$ cat src/rtl/vend_pkg.sv
// Shared types and coin constants for the vending machine controller.
// Coin values are in cents.
package vend_pkg;

    typedef enum logic [1:0] {
        IDLE,
        VEND,
        CHANGE
    } state_t;

    localparam int NICKEL_C  = 5;
    localparam int DIME_C    = 10;
    localparam int QUARTER_C = 25;

endpackage

$ cat src/rtl/vend_controller.sv
// Coin-operated vending controller: accumulates credit, vends at PRICE,
// and pays change or refunds as a train of nickel pulses.
module vend_controller
    import vend_pkg::*;
#(
    parameter int PRICE    = 35,
    parameter int CREDIT_W = 7
) (
    input  logic                clk,
    input  logic                reset,
    input  logic                dimeDetected,
    input  logic                nickelDetected,
    input  logic                quarterDetected,
    input  logic                cancel,
    output logic                vend,
    output logic                changeNickel,
    output logic                coinReject,
    output logic                busy,
    output logic [CREDIT_W-1:0] credit
);

    localparam logic [CREDIT_W-1:0] LP_PRICE   = CREDIT_W'(PRICE);
    localparam logic [CREDIT_W-1:0] LP_NICKEL  = CREDIT_W'(NICKEL_C);
    localparam logic [CREDIT_W-1:0] LP_DIME    = CREDIT_W'(DIME_C);
    localparam logic [CREDIT_W-1:0] LP_QUARTER = CREDIT_W'(QUARTER_C);

    state_t              r_state;
    state_t              w_state_nxt;
    logic [CREDIT_W-1:0] r_credit;
    logic [CREDIT_W-1:0] w_credit_nxt;
    logic                r_phase;
    logic                w_phase_nxt;
    logic                r_vend;
    logic                r_change;
    logic                r_reject;
    logic                r_busy;
    logic                w_reject_nxt;
    logic [1:0]          w_coin_cnt;
    logic                w_coin_any;
    logic [CREDIT_W-1:0] w_coin_val;
    logic [CREDIT_W-1:0] w_sum;

    assign w_coin_cnt = {1'b0, nickelDetected}
                      + {1'b0, dimeDetected}
                      + {1'b0, quarterDetected};
    assign w_coin_any = (w_coin_cnt != 2'd0);

    // Only meaningful when exactly one coin is present.
    assign w_coin_val = (nickelDetected  ? LP_NICKEL  : '0)
                      + (dimeDetected    ? LP_DIME    : '0)
                      + (quarterDetected ? LP_QUARTER : '0);
    assign w_sum      = r_credit + w_coin_val;

    always_comb begin
        w_state_nxt  = r_state;
        w_credit_nxt = r_credit;
        w_phase_nxt  = r_phase;
        w_reject_nxt = 1'b0;
        unique case (r_state)
            IDLE: begin
                if (w_coin_cnt > 2'd1) begin
                    w_reject_nxt = 1'b1;
                end else if (w_coin_any) begin
                    w_credit_nxt = w_sum;
                    if (w_sum >= LP_PRICE) begin
                        w_state_nxt = VEND;
                    end
                end else if (cancel && (r_credit != '0)) begin
                    w_state_nxt = CHANGE;
                    w_phase_nxt = 1'b1;
                end
            end
            VEND: begin
                w_reject_nxt = w_coin_any;
                w_credit_nxt = r_credit - LP_PRICE;
                if (r_credit != LP_PRICE) begin
                    w_state_nxt = CHANGE;
                    w_phase_nxt = 1'b1;
                end else begin
                    w_state_nxt = IDLE;
                end
            end
            CHANGE: begin
                w_reject_nxt = w_coin_any;
                if (r_phase) begin
                    w_credit_nxt = r_credit - LP_NICKEL;
                    w_phase_nxt  = 1'b0;
                    // Last nickel goes straight back to IDLE, no gap.
                    if (r_credit == LP_NICKEL) begin
                        w_state_nxt = IDLE;
                    end
                end else begin
                    w_phase_nxt = 1'b1;
                end
            end
            default: begin
                w_state_nxt = IDLE;
            end
        endcase
    end

    always_ff @(posedge clk or negedge reset) begin
        if (!reset) begin
            r_state  <= IDLE;
            r_credit <= '0;
            r_phase  <= 1'b0;
            r_vend   <= 1'b0;
            r_change <= 1'b0;
            r_reject <= 1'b0;
            r_busy   <= 1'b0;
        end else begin
            r_state  <= w_state_nxt;
            r_credit <= w_credit_nxt;
            r_phase  <= w_phase_nxt;
            r_vend   <= (w_state_nxt == VEND);
            r_change <= (w_state_nxt == CHANGE) && w_phase_nxt;
            r_reject <= w_reject_nxt;
            r_busy   <= (w_state_nxt != IDLE);
        end
    end

    assign vend         = r_vend;
    assign changeNickel = r_change;
    assign coinReject   = r_reject;
    assign busy         = r_busy;
    assign credit       = r_credit;

endmodule

$ cat config.mk
export PLATFORM = sky130hd
export DESIGN_NAME = vend_controller
export DESIGN_NICKNAME = d
export VERILOG_FILES = /design/src/rtl/vend_pkg.sv /design/src/rtl/vend_controller.sv
export SDC_FILE = /design/constraint.sdc
export NUM_CORES = 1
export LEC_CHECK = 0
export ABC_AREA = 1
export BUFFER_PORTS_ARGS = -buffer_cell sky130_fd_sc_hd__clkbuf_2
export CAP_MARGIN = 25
export CORE_MARGIN = 5
export CORE_UTILIZATION = 40
export CTS_BUF_LIST = sky130_fd_sc_hd__clkbuf_8
export DETAILED_ROUTE_END_ITERATION = 12
export SYNTH_ARGS = -nofsm -noshare
export SYNTH_HDL_FRONTEND = slang
export SYNTH_SLANG_ARGS = --single-unit
$ cat constraint.sdc
create_clock -name clk -period 3.1 [get_ports clk]
set_input_delay 0.155 -clock clk [delete_from_list [all_inputs] [get_ports clk]]
set_output_delay 0.155 -clock clk [all_outputs]
set_load 0.01 [all_outputs]
# Word-level counts from Yosys, hierarchy flattened
# Index checks and enable logic that the tools add are counted.
dict set report word_totals {
  reg_bits 14
  out_inout_bits 11
}
dict set report classes {
  order_cmp 2
  n_mux 23
  n_eq_ne 9
  reduce_logical 9
  addsub 7
}
# cell count
set ops {}
lappend ops {{7-bit two-way mux} 3}
lappend ops {{7-bit case mux with 3 select lines} 1}
lappend ops {{2-bit two-way mux} 7}
lappend ops {{7-bit by 6-bit adder with 7-bit output} 1}
lappend ops {{7-bit by 3-bit equality test with 1-bit output, second input constant} 1}
lappend ops {{7-bit by 6-bit greater-or-equal comparator with 1-bit output, second input constant} 1}
lappend ops {{7-bit by 6-bit inequality test with 1-bit output, second input constant} 1}
lappend ops {{7-bit nonzero test} 1}
lappend ops {{7-bit by 3-bit subtractor with 7-bit output, second input constant} 1}
lappend ops {{7-bit by 6-bit subtractor with 7-bit output, second input constant} 1}
lappend ops {{5-bit by 5-bit adder with 6-bit output} 1}
lappend ops {{1-bit two-way mux} 6}
lappend ops {{2-bit inequality test, second input constant} 3}
lappend ops {{2-bit case mux with 3 select lines} 1}
lappend ops {{3-bit by 4-bit adder with 5-bit output} 1}
lappend ops {{5-bit two-way mux} 1}
lappend ops {{2-bit by 1-bit equality test with 1-bit output, second input constant} 2}
lappend ops {{2-bit equality test, second input constant} 2}
lappend ops {{4-bit two-way mux} 1}
lappend ops {{4-bit AND reduction} 1}
lappend ops {{2-bit nonzero test} 2}
lappend ops {{3-bit two-way mux} 1}
lappend ops {{1-bit case mux with 3 select lines} 1}
lappend ops {{3-bit nonzero test} 1}
lappend ops {{7 further kinds} 8}

# Depth between registers and ports, before layout
dict set report logic_depth {
  word_depth 11
  mapped_depth 16
  depth_no_buf 16
}

# Worst setup path before layout
# Ideal clock, no wire load.
dict set report synth_path {
  path_kind {register to register}
  start {register r_credit[3] (netlist: credit[3])}
  end {register r_busy (netlist: busy)}
  setup_slack_ps 863
  n_path_buf 0
  synth_period_minus_slack_ps 2237
  path_stages_with_launch 15
  arrival_ps 2119
  path_cell_list {dfrtp_1 -> inv_2 -> fa_1 -> inv_1 -> ha_1 -> a21oi_1 -> nand3_1 -> nand3_1 -> nand2_1 -> nand2_2 -> nand2_1 -> nand2_1 -> nand2_2 -> nand2_2 -> nand2_1}
}
dict set report synth_via {
  elab_chain_len 7
  word_cells_on_any_way 15
}
# item line
set synth_lines {}
lappend synth_lines {{start, declared} vend_controller.sv:29} ;# logic [CREDIT_W-1:0] r_credit;
lappend synth_lines {{start signal, assigned} vend_controller.sv:113} ;# r_credit <= w_credit_nxt;
lappend synth_lines {{7-bit by 6-bit adder with 7-bit output / 7-bit nonzero test (equally long branches)} {vend_controller.sv:52, vend_controller.sv:68}}
lappend synth_lines {{7-bit by 6-bit greater-or-equal comparator with 1-bit output / 1-bit logical AND (equally long branches)} {vend_controller.sv:65, vend_controller.sv:68}}
lappend synth_lines {{2-bit two-way mux, on equally long branches} {vend_controller.sv:65, vend_controller.sv:68}}
lappend synth_lines {{2-bit two-way mux} vend_controller.sv:63} ;# end else if (w_coin_any) begin
lappend synth_lines {{2-bit two-way mux} vend_controller.sv:61} ;# if (w_coin_cnt > 2'd1) begin
lappend synth_lines {{2-bit case mux with 3 select lines (*)} vend_controller.sv:59} ;# unique case (r_state)
lappend synth_lines {{2-bit nonzero test (*)} vend_controller.sv:118} ;# r_busy <= (w_state_nxt != IDLE);
lappend synth_lines {{end signal, assigned} vend_controller.sv:118}
lappend synth_lines {{end, declared} vend_controller.sv:36} ;# logic r_busy;
# Every way passes the cells marked *; elsewhere a longest branch is shown, timed or not.
# A chain may end at the register's enable or synchronous reset.

# Worst setup path after layout
# Ends and elaborated chain as after synthesis.

==> flow_summary.yaml <==
clock_network:
  clock_tree.buffer_depth: 2
  cts_made_buffers: 3
  clockRootBuffer: "sky130_fd_sc_hd__clkbuf_8"
  clk_latency_ns: 0.25
  post_cts_setup_driven_buffer_insertion_count: 0
  cts_tree: "yes"
  cts.clk_slew.worst_paths_ns: 0.06
  clock-sinks: 14
  h_tree_depth_reported_by_cts: 1
  cts_hold_repair.buffers: 1
  post_cts.resized_instances: 0
global_routing:
  grt_pass1_wl_um: 6070
  initial_antenna_violation_count: 0
  grt_overflow: 0
  grt_pass1_vias: 1295
  grt_max_degree: 15
  global_route.usage.total: 0.154
setup_path:
  worst_path_most_repeated_cell: "sky130_fd_sc_hd__nand2_1"
  critPathLaunchType: "register"
  reg2reg_from: "credit[3]"
  crit_path_top_delay_cell: "sky130_fd_sc_hd__dfrtp_1"
  critPathKind: "reg -> reg"
  crit_chain: "inv_2 > fa_1 > inv_1 > ha_1 > a21oi_1 > nand3_1 > nand3_1 > nand2_1 > nand2_2 > nand2_1 > nand2_1 > nand2_2 > nand2_2 > nand2_1"
  largest_fanout_on_the_critical_path: 8
  worst_r2r_path_depth: 14
  worst_path_largest_cell_delay_ns: 0.51
  worst_setup_path_endpoint: "busy"
  critical_path_required_ns: 3.24
  rr_endpoint: "busy"
  worst_path_dominant_cell_family: "adder cells"
  startpoint: "credit[3]"
  r2r_slack_ns: 0.70
  bufs_and_invs_on_worst_path: 2
  arrival_time_of_data_at_the_critical_path_endpoint_ns: 2.54
  worstSetupEndpointType: "register"
  worstSetupPathDepth: 14
place:
  hpwlAfterDp_um: 2850
  numPortBuffers: 16
  routabilityCongestion: 0.842
  detailed_place.area_um2: 1570
logic_synthesis:
  synth.top_cell.area_share: 0.244
  seq_area_frac_synth: 0.244
  post_synth_top_area_cell: "sky130_fd_sc_hd__dfrtp_1"
  synth.ff_latch_count: 14
  ys_warn_count: 0
  synthesis.instances: 207
  synth_fp_nets: 232
  netlist_top_cells_area: "sky130_fd_sc_hd__dfrtp_1 (24%), sky130_fd_sc_hd__ha_1 (13%), sky130_fd_sc_hd__nand2_1 (12%), sky130_fd_sc_hd__inv_1 (8.1%), sky130_fd_sc_hd__nand3_1 (6.6%)"
  synth_cell_type_count: 23
  syn_avg_cell_area_um2: 6.93
  mappedNetlistArea_um2: 1440
sta:
  slew_headroom: 0.762
  max_clock_freq_ghz: 0.417
  final_min_period_over_clock_period: 0.774
  slew_violations: 0
  setup_total_negative_slack_ns: 0
  timing.final.hold_violations: 0
  setup_repair_after_global_routing_missed_its_margin: "no"
  finalSetupViolations: 0
  worst_pin_slew_ns: 0.358
  period_needed_ns: 2.40
  timing.clock.skew_ns: 0.000972
final_layout:
  fillCellCount: 365
  multiInputGateArea_um2: 935
  layout.area.seq_um2: 350
  nets: 253
  layout_cells_sized_above_1: 0.207
  num_antenna_cells: 0
  area_growth_pct: 13.6
  layout.cell_area.non_filler_um2: 1630
drt:
  drt-pass1-iter-count: 4
  average_via_count_per_standard_cell: 5.02
  drc: 0
  antenna_violating_nets_remaining: 0
  per_cell_routed_wire_length_um: 12.8
  via_count: 1370
  first_iter_violations: 58
  detail_route.wirelength_um: 3510
outcome:
  outcome: "finished clean"
floorplan:
  die_area_um2: 4890
  io-pin-count: 17
  row_count: 21
  die-width_um: 69.9
  initial_core_util: 0.420
  chipHeight_um: 69.9
  core-area_um2: 3420
pwr:
  leakage_power_figure_nw: 0.869
  power_density_over_the_cells_nw_per_um2: 263
  power.ir.vdd_worst_uv: 171
worst_hold_path:
  hold_path_class: "in -> async"
run:
  cap_violations: 0
==> metal layers <==
| metal | track usage | vias to the layer above | part of all wire | wire (um) |
|---|---|---|---|---|
| met1 | 0.219 | 614 | 0.51 | 1800 |
| met4 | 0.0319 | 0 | 0.0094 | 33 |
| met3 | 0.0445 | 5 | 0.051 | 179 |
| met5 | 0 | - | 0 | 0 |
| li1 | - | 714 | - | - |
| met2 | 0.233 | 37 | 0.43 | 1500 |
==> area by class of cell <==
class | instances | area share
inverters | 38 | 0.0875
multi-input cells | 154 | 0.573
repair buffers | 17 | 0.0553
flip-flops and latches | 14 | 0.215
well taps | 46 | 0.0353
clock buffers | 4 | 0.0338
==> layout by cell type, fill, tap and decap left out, types with 3 or more instances in the layout <==
cell	instances
sky130_fd_sc_hd__nand2_1	44
sky130_fd_sc_hd__nor2_1	13
sky130_fd_sc_hd__dfrtp_1	14
sky130_fd_sc_hd__nor2_2	4
sky130_fd_sc_hd__nand2_2	8
sky130_fd_sc_hd__fa_1	4
sky130_fd_sc_hd__a31oi_1	3
sky130_fd_sc_hd__a21oi_2	3
sky130_fd_sc_hd__nand3_1	19
sky130_fd_sc_hd__ha_1	15
sky130_fd_sc_hd__clkbuf_8	4
sky130_fd_sc_hd__inv_2	7
sky130_fd_sc_hd__inv_1	31
sky130_fd_sc_hd__o21ai_0	8
sky130_fd_sc_hd__a21oi_1	14
sky130_fd_sc_hd__clkbuf_2	16
sky130_fd_sc_hd__o21ai_1	9
==> state kept, by name, indices dropped and copies added (netlist names) <==
register,flops
busy,1
coinReject,1
r_state,2
changeNickel,1
vend,1
credit,7
r_phase,1
==> per-stage QoR <==
step                      power (mW)  hold WS, ns  instances  utilization  setup slack [ns]
after floorplan                0.232       -0.141        207            -             0.863
after global placement         0.253       0.0806        268        0.458             0.684
after detailed placement       0.254       0.0807        268        0.458             0.698
after CTS                      0.437        0.317        273        0.477             0.683
after global routing           0.454        0.392        273        0.477             0.449
final                          0.429        0.345        273        0.477             0.699
==> cell usage after synthesis, drive strengths merged <==
cell / count
a31oi: 3
nand3: 21
buf: 1
dfrtp: 14
ha: 15
a21oi: 17
or2: 1
nor3: 1
fa: 4
a32o: 1
o21ai: 17
o21a: 1
inv: 38
nand2: 52
nand4: 2
nor2: 17
o211ai: 2
==> kinds of logic after synthesis <==
logic type      after synthesis  synth area share
simple gates                 94             0.302
compound gates               41             0.163
fa+ha+maj                    19             0.187
flops                        14             0.244
buf+inv                      39             0.105
==> worst min path at each step <==
stage            from      endpoint  slack [ns]  cells past startpoint
6_report        reset    r_state[1]        0.35                      2
5_1_grt         reset  changeNickel        0.39                      2
4_1_cts        cancel       r_phase        0.32                      5
3_5_place_dp    reset  changeNickel        0.08                      1
3_3_place_gp    reset          busy        0.08                      1
2_1_floorplan   reset          busy       -0.14                      0
==> report_power, final <==
part	internal, mW	total (mW)	switching [mW]
Sequential	0.184	0.185	0.000300
Clock	0.113	0.178	0.0651
Combinational	0.0248	0.0661	0.0413
Total	0.322	0.429	0.107
No activity file was read; power rests on OpenSTA's default activity.
